## config.mk

```make
export PLATFORM = sky130hd
export DESIGN_NAME = branch_predictor_flat
export DESIGN_NICKNAME = d
export VERILOG_FILES = /design/src/rtl/branch_predictor_if.sv /design/src/rtl/branch_predictor.sv /design/src/flat_wrapper.sv
export SDC_FILE = /design/constraint.sdc
export NUM_CORES = 2
export LEC_CHECK = 0
export ABC_AREA = 1
export CAP_MARGIN = 20
export CORE_ASPECT_RATIO = 1.75
export CORE_UTILIZATION = 60
export CTS_CLUSTER_SIZE = 8
export DETAILED_ROUTE_END_ITERATION = 10
export PLACE_DENSITY = 0.78
export SLEW_MARGIN = 5
export SYNTH_ARGS = -nofsm -noshare
export SYNTH_HDL_FRONTEND = slang
export SYNTH_SLANG_ARGS = --single-unit
```

## constraint.sdc

```tcl
create_clock -name clk -period 7.19 [get_ports clk]
set_input_delay 1.7975 -clock clk [delete_from_list [all_inputs] [get_ports clk]]
set_output_delay 1.7975 -clock clk [all_outputs]
set_load 0.02 [all_outputs]
```

## src/rtl/branch_predictor_if.sv

```systemverilog
// branch_predictor_if: fetch-side lookup and execute-side resolve signals of the branch predictor.
interface branch_predictor_if;
  logic [31:0] if_pc;
  logic        pred_hit;
  logic        pred_taken;
  logic [31:0] pred_npc;
  logic        ex_valid;
  logic [31:0] ex_pc;
  logic        ex_taken;
  logic [31:0] ex_target;
  logic        ex_pred_taken;
  logic [31:0] ex_pred_npc;
  logic        mispredict;
  logic [31:0] redirect_pc;
  logic [31:0] br_count;
  logic [31:0] mispred_count;
  modport master (
    output if_pc, ex_valid, ex_pc, ex_taken, ex_target, ex_pred_taken, ex_pred_npc,
    input  pred_hit, pred_taken, pred_npc, mispredict, redirect_pc, br_count, mispred_count
  );
  modport slave (
    input  if_pc, ex_valid, ex_pc, ex_taken, ex_target, ex_pred_taken, ex_pred_npc,
    output pred_hit, pred_taken, pred_npc, mispredict, redirect_pc, br_count, mispred_count
  );
endinterface

```

## src/rtl/branch_predictor.sv

```systemverilog
// branch_predictor: direct-mapped BTB with 2-bit saturating counters, lookup in IF, training in EX.
module branch_predictor #(
  parameter int IDX_W = 4,
  parameter int TAG_W = 26
) (
  input logic          clk,
  input logic          rst_n,
  branch_predictor_if.slave bp
);
  localparam int N = 1 << IDX_W;
  logic              r_valid  [N];
  logic [TAG_W-1:0]  r_tag    [N];
  logic [31:0]       r_target [N];
  logic [1:0]        r_ctr    [N];
  logic [31:0]       r_br_count;
  logic [31:0]       r_mispred_count;
  logic [IDX_W-1:0]  w_if_idx;
  logic [IDX_W-1:0]  w_ex_idx;
  logic [TAG_W-1:0]  w_if_tag;
  logic [TAG_W-1:0]  w_ex_tag;
  logic              w_if_hit;
  logic              w_ex_hit;
  logic              w_pred_taken;
  logic              w_mispredict;
  logic [31:0]       w_actual_npc;
  logic [1:0]        w_ctr;
  logic [1:0]        w_ctr_nxt;
  logic              w_unused;
  assign w_if_idx     = bp.if_pc[IDX_W+1:2];
  assign w_if_tag     = bp.if_pc[31:IDX_W+2];
  assign w_ex_idx     = bp.ex_pc[IDX_W+1:2];
  assign w_ex_tag     = bp.ex_pc[31:IDX_W+2];
  assign w_if_hit     = r_valid[w_if_idx] && (r_tag[w_if_idx] == w_if_tag);
  assign w_ex_hit     = r_valid[w_ex_idx] && (r_tag[w_ex_idx] == w_ex_tag);
  assign w_pred_taken = w_if_hit && r_ctr[w_if_idx][1];
  assign w_actual_npc = bp.ex_taken ? bp.ex_target : bp.ex_pc + 32'd4;
  assign w_mispredict = bp.ex_valid && (w_actual_npc != bp.ex_pred_npc);
  assign w_ctr        = r_ctr[w_ex_idx];
  assign w_ctr_nxt    = bp.ex_taken ? (w_ctr == 2'd3 ? w_ctr : w_ctr + 2'd1)
                                    : (w_ctr == 2'd0 ? w_ctr : w_ctr - 2'd1);
  // Direction is judged purely by next-PC comparison, so wrong targets flush too.
  assign w_unused          = &{1'b0, bp.ex_pred_taken, bp.if_pc[1:0], bp.ex_pc[1:0]};
  assign bp.pred_hit       = w_if_hit;
  assign bp.pred_taken     = w_pred_taken;
  assign bp.pred_npc       = w_pred_taken ? r_target[w_if_idx] : bp.if_pc + 32'd4;
  assign bp.mispredict     = w_mispredict;
  assign bp.redirect_pc    = w_actual_npc;
  assign bp.br_count       = r_br_count;
  assign bp.mispred_count  = r_mispred_count;
  always_ff @(posedge clk) begin
    if (!rst_n) begin
      for (int i = 0; i < N; i++) begin
        r_valid[i] <= 1'b0;
        r_ctr[i]   <= 2'b01;
      end
      r_br_count      <= '0;
      r_mispred_count <= '0;
    end else if (bp.ex_valid) begin
      r_br_count      <= r_br_count + 32'd1;
      r_mispred_count <= r_mispred_count + {31'd0, w_mispredict};
      if (w_ex_hit) begin
        r_ctr[w_ex_idx] <= w_ctr_nxt;
        if (bp.ex_taken) r_target[w_ex_idx] <= bp.ex_target;
      end else if (bp.ex_taken) begin
        r_valid[w_ex_idx]  <= 1'b1;
        r_tag[w_ex_idx]    <= w_ex_tag;
        r_target[w_ex_idx] <= bp.ex_target;
        r_ctr[w_ex_idx]    <= 2'b10;
      end
    end
  end
endmodule
```

## src/flat_wrapper.sv

```systemverilog
// flat-port wrapper written by rule: the top's interface ports become plain ports
module branch_predictor_flat 
#(
  parameter int IDX_W = 4,
  parameter int TAG_W = 26
)
  (clk, rst_n, bp_if_pc, bp_ex_valid, bp_ex_pc, bp_ex_taken, bp_ex_target, bp_ex_pred_taken, bp_ex_pred_npc, bp_pred_hit, bp_pred_taken, bp_pred_npc, bp_mispredict, bp_redirect_pc, bp_br_count, bp_mispred_count);
  branch_predictor_if bp_i ();
  input logic clk;
  input logic rst_n;
  input wire logic [$bits(bp_i.if_pc)-1:0] bp_if_pc;
  input wire logic [$bits(bp_i.ex_valid)-1:0] bp_ex_valid;
  input wire logic [$bits(bp_i.ex_pc)-1:0] bp_ex_pc;
  input wire logic [$bits(bp_i.ex_taken)-1:0] bp_ex_taken;
  input wire logic [$bits(bp_i.ex_target)-1:0] bp_ex_target;
  input wire logic [$bits(bp_i.ex_pred_taken)-1:0] bp_ex_pred_taken;
  input wire logic [$bits(bp_i.ex_pred_npc)-1:0] bp_ex_pred_npc;
  output wire logic [$bits(bp_i.pred_hit)-1:0] bp_pred_hit;
  output wire logic [$bits(bp_i.pred_taken)-1:0] bp_pred_taken;
  output wire logic [$bits(bp_i.pred_npc)-1:0] bp_pred_npc;
  output wire logic [$bits(bp_i.mispredict)-1:0] bp_mispredict;
  output wire logic [$bits(bp_i.redirect_pc)-1:0] bp_redirect_pc;
  output wire logic [$bits(bp_i.br_count)-1:0] bp_br_count;
  output wire logic [$bits(bp_i.mispred_count)-1:0] bp_mispred_count;
  assign bp_i.if_pc = bp_if_pc;
  assign bp_i.ex_valid = bp_ex_valid;
  assign bp_i.ex_pc = bp_ex_pc;
  assign bp_i.ex_taken = bp_ex_taken;
  assign bp_i.ex_target = bp_ex_target;
  assign bp_i.ex_pred_taken = bp_ex_pred_taken;
  assign bp_i.ex_pred_npc = bp_ex_pred_npc;
  assign bp_pred_hit = bp_i.pred_hit;
  assign bp_pred_taken = bp_i.pred_taken;
  assign bp_pred_npc = bp_i.pred_npc;
  assign bp_mispredict = bp_i.mispredict;
  assign bp_redirect_pc = bp_i.redirect_pc;
  assign bp_br_count = bp_i.br_count;
  assign bp_mispred_count = bp_i.mispred_count;
  branch_predictor #(.IDX_W(IDX_W), .TAG_W(TAG_W)) u_core (.clk(clk), .rst_n(rst_n), .bp(bp_i));
endmodule
```

==> qor.yml <==
result_of_the_run: "complete, no violations"
initial_utilization: 0.606
start_kind: "input pin"
worst_hold_path.num_cells: 2
ctsHoldBuffers: 0
timing.reg2reg.worst_path_depth: 18
timing.reg2reg.setup_slack_ns: 3.40
yosysTopAreaCellShare: 0.572
crit_share_post_route: 0.994
cts_htree_levels: 4
grt_antenna_before_repair: 8
hold_path_class: "reg -> reg"
drc_errors: 0
sort_of_element_at_the_end_of_the_critical_path: "primary output"
grt_remaining_overflow: 0
die_height_microns: 386
maximum_number_of_pins_on_one_net_before_global_route_repair: 135
global_route.usage.total: 0.397
timing.setup.critical_path_class: "in -> out"
worstSkewPairLatency_ns: 0.77
holdCritStartpoint: "u_core.r_valid[9]$_DFF_P_"
layout_setup_ws_ns: 0.0452
power.density_cell_area_nw_per_um2: 242
syn_warnings: 0
clk_transition_reported_paths_ns: 0.05
synth-seq-cells: 1040
timing.critical_path.arrival_ns: 5.35
max_slew.worst_pin.slew_ns: 1.09
core_sq_um: 83200
synth_flop_cell: "sky130_fd_sc_hd__edfxtp_1"
fin_crit_ns: 7.14
synth-seq-area-share: 0.603
cap_violations: 0
synthesis.nets: 5555
io_buffer_count: 262
preCtsSetupSlack_ns: -0.722
finalWirelength_microns: 171000
syn-cell-area_sq_um: 50400
area.growth.synth_to_final_pct: 19.0
rsz0062_at_grt: "yes"
final_max_slew_viol_count: 0
vdd_drop_max_mv: 0.176
yosysTopAreaCell: "sky130_fd_sc_hd__edfxtp_1"
clock_tree_from_tritoncts: "done"
post_drt_wl_per_cell_microns: 24.8
dp.final_hpwl_microns: 108000
clock.fmax_mhz: 140
num_vias: 43500
syn-mean-instance-area_sq_um: 9.32
required_ns: 5.39
clock_skew_ns: 0.0241
first_global_vias: 41100
chipWidth_microns: 221
grt_first_pass_wirelength_microns: 248000
die-area_sq_um: 85300
detail-route-antenna-nets: 0
worstReg2RegEnd: "u_core.r_tag[7][0]$_DFFE_PP_"
synth_cell_types: 53
slew_headroom: 0.274
finished_layout_cell_area_sq_um: 60000
cts_made_buffers: 148
synth_edf_count: 960
hold_ws_ns: 0.474
setup-violations-final: 0
cts_root_buf: "sky130_fd_sc_hd__clkbuf_16"
avgViaCountPerCell: 6.28
dr.pass1.iters: 6
cts_buffer_depth: 3
post_route_cells_drive_above_1_share: 0.0904
finalNetCount: 5939
clock_sinks: 1040
ios: 264
whs_endpoint: "u_core.r_valid[9]$_DFF_P_"
postPlaceCellArea_sq_um: 55700
static-leakage-power_nw: 23.2
n_fill_cell: 5745
regToRegStartpoint: "u_core.r_tag[0][21]$_DFFE_PP_"
async_reset_ff_frac: 0
synth_cells: 5414
hold_violation_count_in_the_final_report: 0
initialDrtViolationCount: 6033
crit_fanout: 22
synth.top_cells.by_area: "sky130_fd_sc_hd__edfxtp_1 (57%), sky130_fd_sc_hd__nand2_1 (8.5%), sky130_fd_sc_hd__o21ai_0 (6.7%)"
std_cell_rows: 140
gpl.final_weighted_congestion: 0.984
-- how the worst max path moves through the flow --
stage / startpoint / slack (ns) / endpoint / cells after the start
3_3_place_gp: bp_ex_pc[5] / -0.62 / bp_mispredict / 20
5_1_grt: bp_ex_pc[9] / -0.11 / bp_mispredict / 21
3_5_place_dp: bp_ex_pc[5] / -0.72 / bp_mispredict / 19
6_report: bp_ex_pc[13] / 0.05 / bp_mispredict / 18
2_1_floorplan: bp_if_pc[5] / 1.29 / bp_pred_npc[0] / 16
4_1_cts: bp_ex_taken / 0.10 / bp_mispredict / 18
-- metrics by stage --
step	utilization	power [mW]	cells	setup TNS, ns
after global routing	0.721	14.8	6916	-0.110
final	0.721	14.5	6917	0
after floorplan	-	7.54	5414	0
after global placement	0.670	8.19	6712	-0.622
after detailed placement	0.670	8.22	6712	-0.747
after CTS	0.720	14.5	6913	0
-- logic make-up after synthesis --
logic type | count (synthesis) | synth area share
AND/OR/NAND/NOR | 2230 | 0.180
AO/OA/AOI/OAI | 1216 | 0.134
flip-flops | 1040 | 0.603
buffers and inverters | 852 | 0.0689
XOR/XNOR | 68 | 0.0118
adder cells (fa/ha/maj) | 8 | 0.00198
-- cells in the final DEF, fill, tap and decap left out, types with 12 or more instances in the layout --
master / Yosys / layout
sky130_fd_sc_hd__clkdlybuf4s50_1: 0 / 241
sky130_fd_sc_hd__a221oi_1: 23 / 23
sky130_fd_sc_hd__o22ai_1: 85 / 85
sky130_fd_sc_hd__buf_4: 16 / 255
sky130_fd_sc_hd__edfxtp_1: 960 / 960
sky130_fd_sc_hd__a21oi_1: 272 / 272
sky130_fd_sc_hd__o21ai_1: 9 / 12
sky130_fd_sc_hd__clkbuf_16: 0 / 152
sky130_fd_sc_hd__o211a_1: 13 / 13
sky130_fd_sc_hd__buf_12: 1 / 31
sky130_fd_sc_hd__nand4_1: 33 / 33
sky130_fd_sc_hd__dfxtp_1: 80 / 80
sky130_fd_sc_hd__nor2_1: 679 / 645
sky130_fd_sc_hd__xor2_1: 55 / 55
sky130_fd_sc_hd__o211ai_1: 70 / 70
sky130_fd_sc_hd__nand2_1: 1144 / 1142
sky130_fd_sc_hd__dlymetal6s2s_1: 0 / 12
sky130_fd_sc_hd__clkbuf_1: 168 / 37
sky130_fd_sc_hd__o221ai_1: 45 / 45
sky130_fd_sc_hd__nand3_1: 277 / 276
sky130_fd_sc_hd__nor2_4: 1 / 32
sky130_fd_sc_hd__xnor2_1: 13 / 13
sky130_fd_sc_hd__o21ai_0: 672 / 668
sky130_fd_sc_hd__inv_1: 529 / 527
sky130_fd_sc_hd__nor3_1: 54 / 52
-- repair_timing --
item	in CTS	in global routing
resized for setup	8	29
cloned	0	1
buffers inserted	0	0
pin swaps	1	1
endpoints found under the setup margin	1	19
-- worst max-delay path: stages --
cell and delay (ns):
sky130_fd_sc_hd__clkdlybuf4s50_1 0.52, sky130_fd_sc_hd__buf_4 0.28, sky130_fd_sc_hd__nand4_1 0.14, sky130_fd_sc_hd__nor2_1 0.15
sky130_fd_sc_hd__buf_4 0.15, sky130_fd_sc_hd__xor2_1 0.22, sky130_fd_sc_hd__nand2_1 0.10, sky130_fd_sc_hd__o21ai_0 0.17
sky130_fd_sc_hd__xnor2_1 0.21, sky130_fd_sc_hd__inv_1 0.10, sky130_fd_sc_hd__nand3_1 0.11, sky130_fd_sc_hd__nor2_4 0.22
sky130_fd_sc_hd__buf_4 0.17, sky130_fd_sc_hd__nand3_1 0.12, sky130_fd_sc_hd__nor2_4 0.26, sky130_fd_sc_hd__buf_4 0.20
sky130_fd_sc_hd__nor2_1 0.07, sky130_fd_sc_hd__dlygate4sd2_1 0.35
-- metal layers --
layer / global-route usage / wire, microns / up-vias
met1: 0.459 / 56200 / 20100
met3: 0.0892 / 20400 / 754
met5: 0 / 41 / -
met2: 0.646 / 80400 / 3305
li1: - / - / 19300
met4: 0.304 / 14300 / 6
-- registers in the layout, summed over array words and instances (netlist names) --
signal	cells
u_core.r_valid	16
u_core.r_target	512
u_core.bp.mispred_count	32
u_core.r_tag	416
u_core.r_ctr	32
u_core.bp.br_count	32
-- cell type report --
cell class / count / area, sq um / share of cell area
Antenna cell: 3 / 7.51 / 0.000125
Clock inverter: 13 / 236 / 0.00394
Inverter: 536 / 2030 / 0.0338
Sequential cell: 1040 / 30400 / 0.507
Multi-Input combinational cell: 3522 / 16800 / 0.280
Tap cell: 1065 / 1330 / 0.0222
Clock buffer: 188 / 3920 / 0.0653
Timing Repair Buffer: 550 / 5250 / 0.0875
-- where the power goes --
group | internal [mW] | leakage [nW] | switching, mW
Sequential | 6.66 | 9.28 | 0.0151
Clock | 3.79 | 2.01 | 2.55
Combinational | 0.482 | 11.9 | 1.01
Total | 10.9 | 23.2 | 3.58
-- Yosys cell counts, types with 13 or more instances --
master / instances
sky130_fd_sc_hd__a21oi_1: 272
sky130_fd_sc_hd__o22ai_1: 85
sky130_fd_sc_hd__inv_1: 529
sky130_fd_sc_hd__nand2_1: 1144
sky130_fd_sc_hd__clkbuf_1: 168
sky130_fd_sc_hd__o221ai_1: 45
sky130_fd_sc_hd__buf_4: 16
sky130_fd_sc_hd__xnor2_1: 13
sky130_fd_sc_hd__o211a_1: 13
sky130_fd_sc_hd__nor3_1: 54
sky130_fd_sc_hd__o21ai_0: 672
sky130_fd_sc_hd__a221oi_1: 23
sky130_fd_sc_hd__buf_2: 112
sky130_fd_sc_hd__nand3_1: 277
sky130_fd_sc_hd__o211ai_1: 70
sky130_fd_sc_hd__buf_1: 13
sky130_fd_sc_hd__nand4_1: 33
sky130_fd_sc_hd__dfxtp_1: 80
sky130_fd_sc_hd__edfxtp_1: 960
sky130_fd_sc_hd__xor2_1: 55
sky130_fd_sc_hd__nor2_1: 679
Note: power is estimated with default switching activity, not from simulation.
